File: config.mk
export PLATFORM = sky130hd
export DESIGN_NAME = alu_cmd_issuer
export DESIGN_NICKNAME = d
export VERILOG_FILES = /design/src/rtl/alu_cmd_issuer.sv
export SDC_FILE = /design/constraint.sdc
export NUM_CORES = 1
export LEC_CHECK = 0
export BUFFER_PORTS_ARGS = -buffer_cell sky130_fd_sc_hd__buf_4
export CELL_PAD_IN_SITES_DETAIL_PLACEMENT = 1
export CELL_PAD_IN_SITES_GLOBAL_PLACEMENT = 1
export CORE_ASPECT_RATIO = 0.7
export CORE_MARGIN = 3
export CORE_UTILIZATION = 43
export CTS_CLUSTER_DIAMETER = 100
export DETAILED_ROUTE_END_ITERATION = 16
export PLACE_DENSITY_LB_ADDON = 0.1
export SYNTH_ARGS = -nofsm -noshare
export SYNTH_HDL_FRONTEND = slang
export SYNTH_SLANG_ARGS = --single-unit
File: constraint.sdc
create_clock -name clk -period 2.7 [get_ports clk]
set_clock_uncertainty 0.1 [all_clocks]
set_input_delay 0.405 -clock clk [delete_from_list [all_inputs] [get_ports clk]]
set_output_delay 0.405 -clock clk [all_outputs]
set_load 0.02 [all_outputs]
File: src/rtl/alu_cmd_issuer.sv
// Command issuer in front of the 5-bit signed ALU: filters illegal commands at entry,
// queues legal ones in a small FIFO and issues one per cycle as a registered ALU_en pulse.
module alu_cmd_issuer #(
    parameter int DEPTH = 4,
    parameter int CNT_W = 8
) (
    input  logic                       clk,
    input  logic                       rst_n,
    input  logic                       cmd_valid,
    output logic                       cmd_ready,
    input  logic [4:0]                 cmd_A,
    input  logic [4:0]                 cmd_B,
    input  logic                       cmd_a_en,
    input  logic [2:0]                 cmd_a_op,
    input  logic                       cmd_b_en,
    input  logic [1:0]                 cmd_b_op,
    input  logic                       alu_hold,
    output logic [4:0]                 A,
    output logic [4:0]                 B,
    output logic                       ALU_en,
    output logic                       a_en,
    output logic [2:0]                 a_op,
    output logic                       b_en,
    output logic [1:0]                 b_op,
    output logic [$clog2(DEPTH):0]     fifo_count,
    output logic                       drop_pulse,
    output logic [CNT_W-1:0]           drop_cnt
);
    localparam int PTR_W   = $clog2(DEPTH);
    localparam int OCC_W   = PTR_W + 1;
    localparam int ENTRY_W = 17;

    logic [ENTRY_W-1:0] mem [DEPTH];

    logic [PTR_W-1:0] wr_ptr_q, wr_ptr_d;
    logic [PTR_W-1:0] rd_ptr_q, rd_ptr_d;
    logic [OCC_W-1:0] count_q, count_d;
    logic [CNT_W-1:0] drop_cnt_q, drop_cnt_d;
    logic             drop_pulse_q, drop_pulse_d;
    logic             alu_en_q, alu_en_d;
    logic [4:0]       a_q, a_d;
    logic [4:0]       b_q, b_d;
    logic             a_en_q, a_en_d;
    logic [2:0]       a_op_q, a_op_d;
    logic             b_en_q, b_en_d;
    logic [1:0]       b_op_q, b_op_d;

    logic               accept, illegal, push, pop;
    logic [ENTRY_W-1:0] wr_data, head;

    // Ready looks only at occupancy, so a full FIFO refuses entry even on a popping cycle.
    assign cmd_ready = (count_q != OCC_W'(DEPTH));
    assign accept    = cmd_valid && cmd_ready;
    assign illegal   = (cmd_a_op == 3'd7)
                    || (cmd_b_en && !cmd_a_en && (cmd_b_op == 2'd3))
                    || (cmd_A == 5'b10000)
                    || (cmd_B == 5'b10000);
    assign push      = accept && !illegal;
    assign pop       = (count_q != '0) && !alu_hold;
    assign wr_data   = {cmd_A, cmd_B, cmd_a_en, cmd_a_op, cmd_b_en, cmd_b_op};
    assign head      = mem[rd_ptr_q];

    always_ff @(posedge clk) begin
        if (push) begin
            mem[wr_ptr_q] <= wr_data;
        end
    end

    always_comb begin
        wr_ptr_d     = wr_ptr_q;
        rd_ptr_d     = rd_ptr_q;
        count_d      = count_q;
        drop_pulse_d = accept && illegal;
        drop_cnt_d   = drop_cnt_q;
        alu_en_d     = pop;
        a_d          = a_q;
        b_d          = b_q;
        a_en_d       = 1'b0;
        a_op_d       = 3'd0;
        b_en_d       = 1'b0;
        b_op_d       = 2'd0;

        if (push) begin
            wr_ptr_d = wr_ptr_q + PTR_W'(1);
        end
        if (pop) begin
            rd_ptr_d = rd_ptr_q + PTR_W'(1);
            {a_d, b_d, a_en_d, a_op_d, b_en_d, b_op_d} = head;
        end
        case ({push, pop})
            2'b10:   count_d = count_q + OCC_W'(1);
            2'b01:   count_d = count_q - OCC_W'(1);
            default: count_d = count_q;
        endcase
        if (drop_pulse_d && (drop_cnt_q != {CNT_W{1'b1}})) begin
            drop_cnt_d = drop_cnt_q + CNT_W'(1);
        end
    end

    always_ff @(posedge clk) begin
        if (!rst_n) begin
            wr_ptr_q     <= '0;
            rd_ptr_q     <= '0;
            count_q      <= '0;
            drop_cnt_q   <= '0;
            drop_pulse_q <= 1'b0;
            alu_en_q     <= 1'b0;
            a_q          <= '0;
            b_q          <= '0;
            a_en_q       <= 1'b0;
            a_op_q       <= '0;
            b_en_q       <= 1'b0;
            b_op_q       <= '0;
        end else begin
            wr_ptr_q     <= wr_ptr_d;
            rd_ptr_q     <= rd_ptr_d;
            count_q      <= count_d;
            drop_cnt_q   <= drop_cnt_d;
            drop_pulse_q <= drop_pulse_d;
            alu_en_q     <= alu_en_d;
            a_q          <= a_d;
            b_q          <= b_d;
            a_en_q       <= a_en_d;
            a_op_q       <= a_op_d;
            b_en_q       <= b_en_d;
            b_op_q       <= b_op_d;
        end
    end

    assign A          = a_q;
    assign B          = b_q;
    assign ALU_en     = alu_en_q;
    assign a_en       = a_en_q;
    assign a_op       = a_op_q;
    assign b_en       = b_en_q;
    assign b_op       = b_op_q;
    assign fifo_count = count_q;
    assign drop_pulse = drop_pulse_q;
    assign drop_cnt   = drop_cnt_q;
endmodule

* Yosys cells after proc, flatten, opt, wreduce, memory -nomap -nowiden
Memories as Yosys holds them, arrays and structs flattened. A register that Yosys moved wholly into a read port is not among the register bits.
Index checks and enable logic that the tools add are counted.
** Operators by class
- Add/sub/neg operators :: 5
- Equal/unequal tests :: 8
- Mux-type cells :: 5
- Reductions and logical operators :: 16
** Operators by type and width (count)
- $eq A5 B5 Y1 const B :: 2
- $add A8 B1 Y8 const B :: 1
- $ne A8 B8 Y1 const B :: 1
- $logic_and A1 B1 Y1 :: 7
- $pmux W3 S2 :: 1
- $add A2 B1 Y2 const B :: 2
- $eq A2 B2 Y1 const B :: 2
- $mux W2 :: 2
- $add A3 B1 Y3 const B :: 1
- $eq A3 B3 Y1 const B :: 1
- $logic_not A1 Y1 :: 3
- $logic_or A1 B1 Y1 :: 3
- $ne A3 B3 Y1 const B :: 1
- $reduce_bool A3 Y1 :: 1
- $sub A3 B1 Y3 const B :: 1
- $eq A2 B1 Y1 const B :: 1
- $mux W1 :: 2
- $reduce_and A2 Y1 :: 1
- $reduce_bool A2 Y1 :: 1
** Storage, ports and cells
- Register bits after elaboration :: 34
- Bits in writable memories :: 68
- Output and inout bits :: 31
- Word-level logic and storage cells :: 47
- Memories :: 1
** Memories
- mem :: depth 4, width 17, rd ports 1, clocked after Yosys merged registers in 1, write ports 1, line 33 : logic [ENTRY_W-1:0] mem [DEPTH];

* Logic depth before layout (Yosys ltp)
Gate-level depths: netlist of the first run.
- Word-level depth :: 10
- Mapped depth :: 9

* Worst setup path before layout of the first run
OpenSTA, ideal clock, no wires.
- Path type :: flip-flop to flip-flop
- Start :: register count_q[0] (netlist: fifo_count[0])
- End :: register count_q[2] (netlist: fifo_count[2])
- Arrival time :: 2.558 ns
- Data required time :: 2.530 ns
- Path slack :: -0.029 ns
- Cell stages (with the launch flop) :: 10
- Path buffers :: 0
- Period minus slack after synthesis :: 2.729 ns
- Cells stage by stage :: dfxtp_1 or3b_2 nand2_1 nor4_4 inv_1 ha_1 fa_1 xnor2_1 or3_1 a21oi_1
** On the way
- Longest elaborated chain between the ends :: 5
** Ends and longest elaborated chain
- from (decl) :: line 37 : logic [OCC_W-1:0] count_q, count_d;
- from (signal assigned) :: line 117 : count_q <= count_d;
- $ne A3 B3 Y1 (*) :: line 52 : assign cmd_ready = (count_q != OCC_W'(DEPTH));
- net cmd_ready :: line 10 : output logic cmd_ready,
- $logic_and A1 B1 Y1 (*) :: line 53 : assign accept = cmd_valid && cmd_ready;
- $logic_and A1 B1 Y1 (*) :: line 58 : assign push = accept && !illegal;
- $eq A2 B1 Y1 or $eq A2 B2 Y1 (tied branches) :: line 90 : case ({push, pop})
- $pmux W3 S2 or $reduce_bool A2 Y1 (tied branches)
Mark *: on every way through the listed nets, which the timed path passes. The rest lies on a longest branch.
A chain may end at the register's enable or synchronous reset.

* Worst setup path in the final report of the first run
- Start :: register count_q[2] (netlist: fifo_count[2])
- End :: register count_q[2] (netlist: fifo_count[2])
** On the way
- Longest elaborated chain between the ends :: 5
** Ends and longest elaborated chain (line)
- $ne A3 B3 Y1 :: 52
- $logic_and A1 B1 Y1 :: 53
- $logic_and A1 B1 Y1 :: 58
- $eq A2 B1 Y1 or $eq A2 B2 Y1 (tied branches) :: 90
- $pmux W3 S2 or $reduce_bool A2 Y1 (tied branches)
Parallel ways exist; a longest one is shown, timed or not.

==> summary.md, run 1 <==
| Metric | Value |
|---|---|
| Status | `finished, final reports clean` |
| Vias/cell | `5.056` |
| Fillcell total | `873` |
| Cell variety after synth | `37` |
| Sum Neg Setup Slack | `0 ns` |
| Hpwl dp | `5.537 mm` |
| Mapped Nets | `283` |
| Synth cell count leaders | `edfxtp_1 (68), dfxtp_1 (36), nand2_1 (27), mux4_2 (17), a21oi_1 (15)` |
| Die height | `86.13 microns` |
| Critical path class | `reg -> reg` |
| Synth warn | `0` |
| Hold Crit Class | `in -> reg` |
| Area growth, synth to finish | `21.16%` |
| Crit path max-delay family | `simple AND/OR/NAND/NOR gates` |
| Inserted Clock Buffers | `9` |
| EDFF count, synth | `68` |
| Syn Inst Count | `255` |
| Max Freq | `394.1 MHz` |
| VDD IR-drop max | `0.0004041 V` |
| Syn_area_per_cell | `15.47 sq um` |
| RSZ-0062 raised after global routing | `no` |
| Least-Margin Pin Slew | `0.9241 ns` |
| Initial Utilization | `0.4539` |
| Clk root buf | `clkbuf_16` |
| Slowest Stage Delay on Critical Path | `0.38 ns` |
| H-tree Lvls | `3` |
| Via count | `2240` |
| Postcts setup bufs | `0` |
| FFs w/ async S/R, synth | `0` |
| Buf+Inv Stages, Crit Path | `1` |
| Initial antenna violation count | `0` |
| Register area | `0.002765 sq mm` |
| Power Total | `4.114 mW` |
| Antenna-violating nets left | `0` |
| Synth top area share | `0.5178` |
| Tot GR Track Use | `0.1732` |
| Worst-case clock buffer depth | `2` |
| Final count of negative-setup-slack endpoints | `0` |
| Skew-Pair Late Insertion Delay | `0.34 ns` |
| Synth Flop Type | `edfxtp_1` |
| CP Cell Sequence | `or3b_2 > nand2_1 > nor4_4 > inv_1 > ha_1 > fa_1 > xnor2_1 > or3_1 > a21oi_1` |
| Multi-input logic area | `0.001111 sq mm` |
| Antenna cells | `0` |
| Post_cts resized | `0` |
| # port buffers | `51` |
| Register clock-pin slew on the reported worst setup and hold paths | `0.07 ns` |
| Final Hold Viols | `0` |
| # IOs | `52` |
| Leakage power | `1.735 nW` |
| Slew Viols, Final | `0` |
| Largest net degree at the start of global routing | `21` |
| Relative slew slack | `0.3787` |
| Hold Slack | `0.1679 ns` |
| Period Utilization, post-route | `0.9397` |
| #FFs+latches synth | `104` |
| First-pass GRT wire length | `13.13 mm` |
| Area leader, netlist | `edfxtp_1` |
| Synth top area cells | `edfxtp_1 (52%), dfxtp_1 (18%), mux4_2 (9.7%)` |
| CTS Sinks | `104` |
| Initial DRC count | `130` |
| Total gr overflow | `0` |
| Drt total wl | `8.080 mm` |
| Pwr Density | `860.9 mW/mm^2` |
| Layout cells sized above 1 | `0.3189` |
| DRT Pass-1 Iters | `4` |
| Startpoint Class | `flop` |
| Die ar. | `0.01038 sq mm` |
| Final instance area | `0.004778 sq mm` |
| Post-DP Area | `0.004518 sq mm` |
| Top-count cell post-synth | `edfxtp_1` |
| Worst setup margin | `0.1628 ns` |
| Setup crit end kind | `flop` |
| Worst-path fanout max | `5` |
| Die width | `120.5 microns` |
| WL/cell | `18.24 microns` |
| NumNets Final | `346` |
| Final RePlAce weighted congestion | `0.6671` |
| Arr. time, crit path | `2.71 ns` |
| Post-place setup slack | `0.07943 ns` |
| Core area | `0.008688 sq mm` |
| CP max-delay cell | `fa_1` |
| Sequential area share after synthesis | `0.7005` |
| Vias in the first global route | `2405` |
| Cell Area, Synth | `0.003944 sq mm` |
| Max cap viols | `0` |
| Final min period | `2.537 ns` |
| CTS tree | `done` |
| Cts hold-fix bufs | `0` |
| Drt drc | `0` |
| Req. time, crit path | `2.87 ns` |
| Row Count | `28` |
[layout by cell type, fill, tap and decap left out, types with 2 or more instances in the layout]
| master | Yosys | layout |
|---|---|---|
| a21oi_1 | 15 | 15 |
| and2_1 | 4 | 4 |
| and2_2 | 2 | 2 |
| and3_1 | 7 | 7 |
| buf_4 | 1 | 62 |
| clkbuf_1 | 7 | 3 |
| clkbuf_16 | 0 | 9 |
| clkinv_2 | 0 | 3 |
| dfxtp_1 | 36 | 34 |
| dfxtp_2 | 0 | 2 |
| edfxtp_1 | 68 | 68 |
| ha_1 | 6 | 6 |
| inv_1 | 6 | 6 |
| mux2i_1 | 3 | 3 |
| mux4_2 | 17 | 17 |
| nand2_1 | 27 | 27 |
| nand3_1 | 7 | 7 |
| nor2_1 | 9 | 9 |
| nor3_1 | 2 | 2 |
| nor4_1 | 3 | 3 |
| o21ai_0 | 6 | 6 |
| o31ai_1 | 3 | 3 |
| or3_1 | 4 | 4 |
| or3b_2 | 2 | 2 |
| xnor2_1 | 3 | 3 |
| xor2_1 | 3 | 3 |
[report_power, final]
| group | internal [mW] | switching [mW] | leakage, nW |
|---|---|---|---|
| clock | 0.623 | 0.535 | 0.130 |
| sequential | 1.89 | 0.0824 | 0.914 |
| combinational | 0.467 | 0.519 | 0.690 |
| total | 2.98 | 1.14 | 1.73 |
[path summary, 6_finish.rpt]
check,start,to,slack [ns],depth (start not counted)
worst max register to register,fifo_count[2],fifo_count[2],0.16,9
worst min-delay path,cmd_A[4],mem[1][16],0.17,1
worst min register to register,A[0],A[0],0.36,2
worst max-delay path,fifo_count[2],fifo_count[2],0.16,9
[through the flow]
stage                     utilization  std cells
after global routing           0.5500        443
after floorplan                     -        255
final                          0.5500        443
after detailed placement       0.5200        427
after global placement         0.5200        427
after CTS                      0.5500        443
[cell families (layout without fill, tap and decap cells)]
family / count (synthesis) / count (layout) / share of synthesized area
AO/OA/AOI/OAI: 25 / 25 / 0.03490
XOR/XNOR: 6 / 6 / 0.01333
adder cells (fa/ha/maj): 7 / 7 / 0.02411
buffers and inverters: 17 / 85 / 0.01776
flip-flops: 104 / 104 / 0.7005
multiplexers: 20 / 20 / 0.1047
AND/OR/NAND/NOR: 76 / 76 / 0.1047
[state kept, by name (all words and copies together), names as in the netlist, named ones only]
name,cells
fifo_count,3
mem,68
B,5
a_en,1
drop_cnt,8
a_op,3
b_op,2
A,5
b_en,1
wr_ptr_q,2
ALU_en,1
rd_ptr_q,2
drop_pulse,1
[worst register-to-register path: cells and delay by family (launching register included)]
kind	cells	cell delay, ns
xor gates and xnor gates	1	0.14
adders and majority gates	2	0.61
AOI/OAI and AO/OA	1	0.16
buffers and inverters	1	0.10
DFF	1	0.34
and+or+nand+nor	4	1.02
[layer usage]
layer,GRT usage,vias up,part of all wire
met1,0.2272,1115,0.47
met4,0.06790,0,0.017
li1,-,1080,-
met2,0.2737,33,0.47
met5,0,-,0
met3,0.05208,12,0.039
[cell type report]
type | count | share of cell area
flip-flops and latches | 104 | 0.5787
multi-input cells | 134 | 0.2325
repair buffers | 62 | 0.09741
clock buffers | 12 | 0.04949
well taps | 120 | 0.03142
inverters | 7 | 0.005499
clock inverters | 4 | 0.004975
(Power assumes the default switching activity.)
==> inputs of run 2 (changes only) <==
--- a/config.mk
+++ b/config.mk
@@ -6,7 +6,7 @@
 export NUM_CORES = 1
 export LEC_CHECK = 0
 export BUFFER_PORTS_ARGS = -buffer_cell sky130_fd_sc_hd__buf_4
-export CELL_PAD_IN_SITES_DETAIL_PLACEMENT = 1
+export CELL_PAD_IN_SITES_DETAIL_PLACEMENT = 0
 export CELL_PAD_IN_SITES_GLOBAL_PLACEMENT = 1
 export CORE_ASPECT_RATIO = 0.7
 export CORE_MARGIN = 3
==> run 2 against run 1 <==
Sequential cell count unchanged. Largest power group unchanged. Critical endpoint unchanged. Critical path depth unchanged. Sequential share of layout area down 0.11 points. Design area up 0.18%.
==> summary.md, run 2 (synthesized netlist as in run 1, its figures left out) <==
| Metric | Value |
|---|---|
| Status | `finished, final reports clean` |
| Final count of negative-setup-slack endpoints | `0 (unchanged)` |
| Register clock-pin slew on the reported worst setup and hold paths | `0.06 ns (about the same)` |
| Initial antenna violation count | `0 (unchanged)` |
| Dpl cells | `427 (unchanged)` |
| Postcts setup bufs | `0 (unchanged)` |
| DRT Pass-1 Iters | `4 (unchanged)` |
| Pwr Density | `857.5 mW/mm^2 (-0.40%)` |
| H-tree Lvls | `3 (unchanged)` |
| Period Utilization, post-route | `0.8907 (-0.04903)` |
| Arr. time, crit path | `2.57 ns (-0.14 ns)` |
| Relative slew slack | `0.3880 (+0.009321)` |
| Largest net degree at the start of global routing | `21 (unchanged)` |
| Setup slack, reg-to-reg | `0.30 ns (+0.13 ns)` |
| NumNets Final | `346 (unchanged)` |
| CP max-delay cell | `fa_1` |
| Antenna cells | `0 (unchanged)` |
| Core area | `0.008688 sq mm (unchanged)` |
| Initial Utilization | `0.4539 (unchanged)` |
| Drt drc | `0 (unchanged)` |
| Post_cts resized | `0 (unchanged)` |
| Antenna-violating nets left | `0 (unchanged)` |
| Hold Crit Class | `in -> reg` |
| First-pass GRT wire length | `12.17 mm (-7.3%)` |
| VDD IR-drop max | `0.0004100 V (+1.5%)` |
| Die ar. | `0.01038 sq mm (unchanged)` |
| Hpwl dp | `5.028 mm (-9.2%)` |
| Drt total wl | `7.562 mm (-6.4%)` |
| Die height | `86.13 microns (unchanged)` |
| Most flops, register | `mem` |
| Startpoint Class | `flop` |
| CP Cell Sequence | `or3b_2 > nand2_1 > nor4_4 > inv_1 > ha_1 > fa_1 > xnor2_1 > or3_1 > a21oi_1` |
| Max reg flops | `68 (unchanged)` |
| Commonest non-fill, non-tap cell in the layout | `edfxtp_1` |
| Final min period | `2.405 ns (-0.1324 ns)` |
| CTS Sinks | `104 (unchanged)` |
| RSZ-0062 raised after global routing | `no` |
| CTS tree | `done` |
| # port buffers | `51 (unchanged)` |
| Slowest Stage Delay on Critical Path | `0.39 ns (about the same)` |
| Layout cells sized above 1 | `0.3189 (unchanged)` |
| Inserted Clock Buffers | `9 (unchanged)` |
| Fillcell total | `741 (-15%)` |
| Vias/cell | `4.980 (-1.5%)` |
| Cts hold-fix bufs | `0 (unchanged)` |
| Area growth, synth to finish | `21.38%` |
| Slew Viols, Final | `0 (unchanged)` |
| Leakage power | `1.739 nW (+0.23%)` |
| Worst-case clock buffer depth | `2 (unchanged)` |
| Row Count | `28 (unchanged)` |
| Setup crit end kind | `flop` |
| Req. time, crit path | `2.87 ns (about the same)` |
| Max Freq | `415.8 MHz (+5.5%)` |
| WL/cell | `17.07 microns (-6.4%)` |
| Skew-Pair Late Insertion Delay | `0.33 ns (about the same)` |
| Initial DRC count | `99 (-24%)` |
| Final Hold Viols | `0 (unchanged)` |
| Vias in the first global route | `2233 (-7.2%)` |
| Worst-path fanout max | `5 (unchanged)` |
| Clk root buf | `clkbuf_16` |
| Via count | `2206 (-1.5%)` |
| Critical path class | `reg -> reg` |
| Die width | `120.5 microns (unchanged)` |
| Total gr overflow | `0 (unchanged)` |
| Most frequent cells in the layout | `edfxtp_1 (68), buf_4 (62), dfxtp_1 (34)` |
| Cell Count, Final, Fillers Out | `443 (unchanged)` |
| Sum Neg Setup Slack | `0 ns (unchanged)` |
| # IOs | `52 (unchanged)` |
| Tot GR Track Use | `0.1593 (-0.01386)` |
| Least-Margin Pin Slew | `0.9102 ns (-0.01386 ns)` |
| Max cap viols | `0 (unchanged)` |
| Final RePlAce weighted congestion | `0.6671 (unchanged)` |
[run 2: worst paths after layout]
| path | depth (start not counted) | from | to |
|---|---|---|---|
| worst max-delay path | 9 | fifo_count[2] | fifo_count[2] |
| worst min-delay path | 1 | cmd_A[4] | mem[1][16] |
| worst max register to register | 9 | fifo_count[2] | fifo_count[2] |
| worst min register to register | 2 | A[2] | A[2] |
[run 2: worst max-delay path, delay by kind of cell (launching register included)]
family	cells	cell delay (ns)
simple gates	4	0.89
compound gates	1	0.14
xor+xnor	1	0.14
fa+ha+maj	2	0.62
flops	1	0.34
buf+inv	1	0.11
[run 2: area by class of cell]
class	count	area (sq um)	share of cell area
Clock buffer	13	250.2	0.05227
Multi-Input combinational cell	134	1111	0.2321
Clock inverter	3	18.77	0.003921
Inverter	7	26.28	0.005489
Sequential cell	104	2765	0.5776
Timing Repair Buffer	62	465.4	0.09723
Tap cell	120	150.1	0.03136
[run 2: routing by layer]
layer	track usage	up-vias	wire, microns
li1	-	1079	-
met1	0.2192	1074	3652
met2	0.2413	46	3476
met3	0.05274	7	364
met4	0.05247	0	69
met5	0	-	0
[run 2: per-stage QoR]
stage | hold WS (ns) | worst slack, ns | power, mW | util | area (sq um)
floorplan | 0.3847 | 0.06511 | 2.638 | - | 3946
global placement | 0.3452 | 0.1509 | 2.986 | 0.5200 | 4518
detailed placement | 0.3476 | 0.09282 | 2.997 | 0.5200 | 4518
CTS | 0.1623 | 0.1590 | 4.173 | 0.5510 | 4787
global route | 0.1612 | 0.1306 | 4.330 | 0.5510 | 4787
finish | 0.1766 | 0.2952 | 4.105 | 0.5510 | 4787
[run 2: where the power goes]
part	internal (mW)	total, mW	switching (mW)
Clock	0.650	1.16	0.515
Combinational	0.464	0.972	0.508
Sequential	1.89	1.97	0.0800
==> inputs of run 3 (changes only) <==
--- a/config.mk
+++ b/config.mk
@@ -14,6 +14,8 @@
 export CTS_CLUSTER_DIAMETER = 100
 export DETAILED_ROUTE_END_ITERATION = 16
 export PLACE_DENSITY_LB_ADDON = 0.1
+export REMOVE_ABC_BUFFERS = 1
+export SLEW_MARGIN = 40
 export SYNTH_ARGS = -nofsm -noshare
 export SYNTH_HDL_FRONTEND = slang
 export SYNTH_SLANG_ARGS = --single-unit
==> run 3 against run 2 <==
Sequential share of layout area is 0.34 points lower. Critical path type unchanged. Non-clock buffer count is 3 higher. Critical endpoint unchanged. Largest cell class unchanged. Core utilization is 0.30 points higher. Routed wire length is 2.7% lower.
==> summary.md, run 3 (synthesized netlist as in run 1, its figures left out) <==
| Metric | Value |
|---|---|
| Commonest non-fill, non-tap cell in the layout | `edfxtp_1` |
| VDD IR-drop max | `0.0003877 V (-5.4%)` |
| Worst hold start | `cmd_a_op[1]` |
| Period Utilization, post-route | `0.9196 (+0.02897)` |
| R2r worst-path depth | `9 (unchanged)` |
| Hold Slack | `0.1747 ns (-0.001978 ns)` |
| Leakage power | `1.744 nW (+0.31%)` |
| Max cap viols | `0 (unchanged)` |
| NumNets Final | `349 (+0.87%)` |
| CP Cell Sequence | `or3b_2 > nand2_1 > nor4_4 > inv_1 > ha_1 > fa_1 > xnor2_1 > or3_1 > a21oi_1` |
| Total gr overflow | `0 (unchanged)` |
| Hold path cells | `1 (unchanged)` |
| Via count | `2221 (+0.68%)` |
| Worst r2r src | `fifo_count[2]` |
| Final RePlAce weighted congestion | `0.6926 (+3.8%)` |
| Arr. time, crit path | `2.65 ns (+0.08 ns)` |
| # port buffers | `51 (unchanged)` |
| Area growth, synth to finish | `22.05%` |
| Core area | `0.008688 sq mm (unchanged)` |
| Final Hold Viols | `0 (unchanged)` |
| Skew-Pair Late Insertion Delay | `0.34 ns (about the same)` |
| Worst-path fanout max | `5 (unchanged)` |
| Final min period | `2.483 ns (+0.07822 ns)` |
| Largest net degree at the start of global routing | `26 (+24%)` |
| Drt drc | `0 (unchanged)` |
| WL/cell | `16.49 microns (-3.4%)` |
| Reg-to-Reg End | `fifo_count[2]` |
| Inserted Clock Buffers | `9 (unchanged)` |
| Startpoint Class | `flop` |
| Die ar. | `0.01038 sq mm (unchanged)` |
| Most flops, register | `mem` |
| Die width | `120.5 microns (unchanged)` |
| Sum Neg Setup Slack | `0 ns (unchanged)` |
| Power Total | `4.062 mW (-1.0%)` |
| Hold Crit Class | `in -> reg` |
| Slowest Stage Delay on Critical Path | `0.39 ns (about the same)` |
| H-tree Lvls | `3 (unchanged)` |
| First-pass GRT wire length | `12.12 mm (-0.45%)` |
| Tot GR Track Use | `0.1571 (-0.002237)` |
| Layout cells sized above 1 | `0.3190 (about the same)` |
| Req. time, crit path | `2.87 ns (about the same)` |
| Final count of negative-setup-slack endpoints | `0 (unchanged)` |
| Setup crit end kind | `flop` |
| Postcts setup bufs | `0 (unchanged)` |
| CP max-delay cell | `fa_1` |
| Antenna cells | `0 (unchanged)` |
| Initial Utilization | `0.4539 (unchanged)` |
| Drt total wl | `7.356 mm (-2.7%)` |
| CTS tree | `done` |
| Relative slew slack | `0.5768 (+0.1888)` |
| DRT Pass-1 Iters | `4 (unchanged)` |
| Max reg flops | `68 (unchanged)` |
| CTS Sinks | `104 (unchanged)` |
| Most frequent cells in the layout | `edfxtp_1 (68), buf_4 (64), dfxtp_1 (35)` |
| Critical path class | `reg -> reg` |
| # IOs | `52 (unchanged)` |
| Least-Margin Pin Slew | `0.6311 ns (-0.2792 ns)` |
| Initial DRC count | `112 (+13%)` |
| Min-Delay Endpoint | `mem[3][4]` |
| Vias in the first global route | `2247 (+0.63%)` |
| Hpwl dp | `4.860 mm (-3.4%)` |
| RSZ-0062 raised after global routing | `no` |
| Clk root buf | `clkbuf_16` |
| Register clock-pin slew on the reported worst setup and hold paths | `0.06 ns (about the same)` |
| Die height | `86.13 microns (unchanged)` |
| Antenna-violating nets left | `0 (unchanged)` |
| Status | `finished, final reports clean` |
| Pwr Density | `844.0 mW/mm^2 (-1.6%)` |
| Vias/cell | `4.980 (about the same)` |
| Max Freq | `402.7 MHz (-3.2%)` |
| Row Count | `28 (unchanged)` |
| Worst-case clock buffer depth | `2 (unchanged)` |
| Slew Viols, Final | `0 (unchanged)` |
| Initial antenna violation count | `0 (unchanged)` |
| Setup slack, reg-to-reg | `0.22 ns (-0.08 ns)` |
## run 3: worst max-delay path, delay by kind of cell, from the launching register on
kind                       cells  cell delay, ns
and+or+nand+nor                4            1.02
adders and majority gates      2            0.61
DFF                            1            0.34
xor gates and xnor gates       1            0.14
AOI/OAI and AO/OA              1            0.14
buffers and inverters          1            0.08
## run 3: metrics by stage
| step | utilization | setup WS (ns) | area, sq um | std cells |
|---|---|---|---|---|
| global placement | 0.5238 | 0.1516 | 4551 | 430 |
| CTS | 0.5539 | 0.1665 | 4812 | 446 |
| global route | 0.5540 | 0.01883 | 4813 | 446 |
| finish | 0.5540 | 0.2170 | 4813 | 446 |
| detailed placement | 0.5243 | 0.1052 | 4556 | 430 |
| floorplan | - | -0.04002 | 3900 | 245 |
## run 3: what timing repair did
item / in CTS / in global routing
hold buffers: 0 / 0
gates resized for setup: 0 / 1
endpoints found under the setup margin: 0 / 1
## run 3: worst max-delay path by stage
stage | cells after the start | start | slack (ns) | endpoint
floorplan | 9 | fifo_count[0] | -0.04 | fifo_count[2]
global placement | 10 | cmd_b_op[0] | 0.15 | fifo_count[2]
detailed placement | 10 | cmd_b_op[0] | 0.11 | fifo_count[2]
CTS | 9 | fifo_count[1] | 0.17 | fifo_count[2]
global route | 9 | fifo_count[2] | 0.02 | fifo_count[2]
finish | 9 | fifo_count[2] | 0.22 | fifo_count[2]
## run 3: routing by layer
layer  vias up  wire [microns]  GRT usage
li1       1086               -          -
met1      1088            3509     0.2126
met2        43            3518     0.2428
met3         4             266    0.05208
met4         0              63    0.04938
met5         -               0          0
## run 3: power by group
part	leakage, nW	total [mW]	internal [mW]	switching [mW]
Combinational	0.708	0.978	0.467	0.511
Sequential	0.914	1.95	1.89	0.0669
Clock	0.122	1.13	0.614	0.518
## run 3: area by class of cell
type / count / area [sq um]
fillers: 751 / 3875
flip-flops and latches: 104 / 2764
multi-input cells: 134 / 1116
repair buffers: 65 / 500.5
clock buffers: 11 / 232.7
well taps: 120 / 150.1
inverters: 7 / 26.28
clock inverters: 5 / 23.77
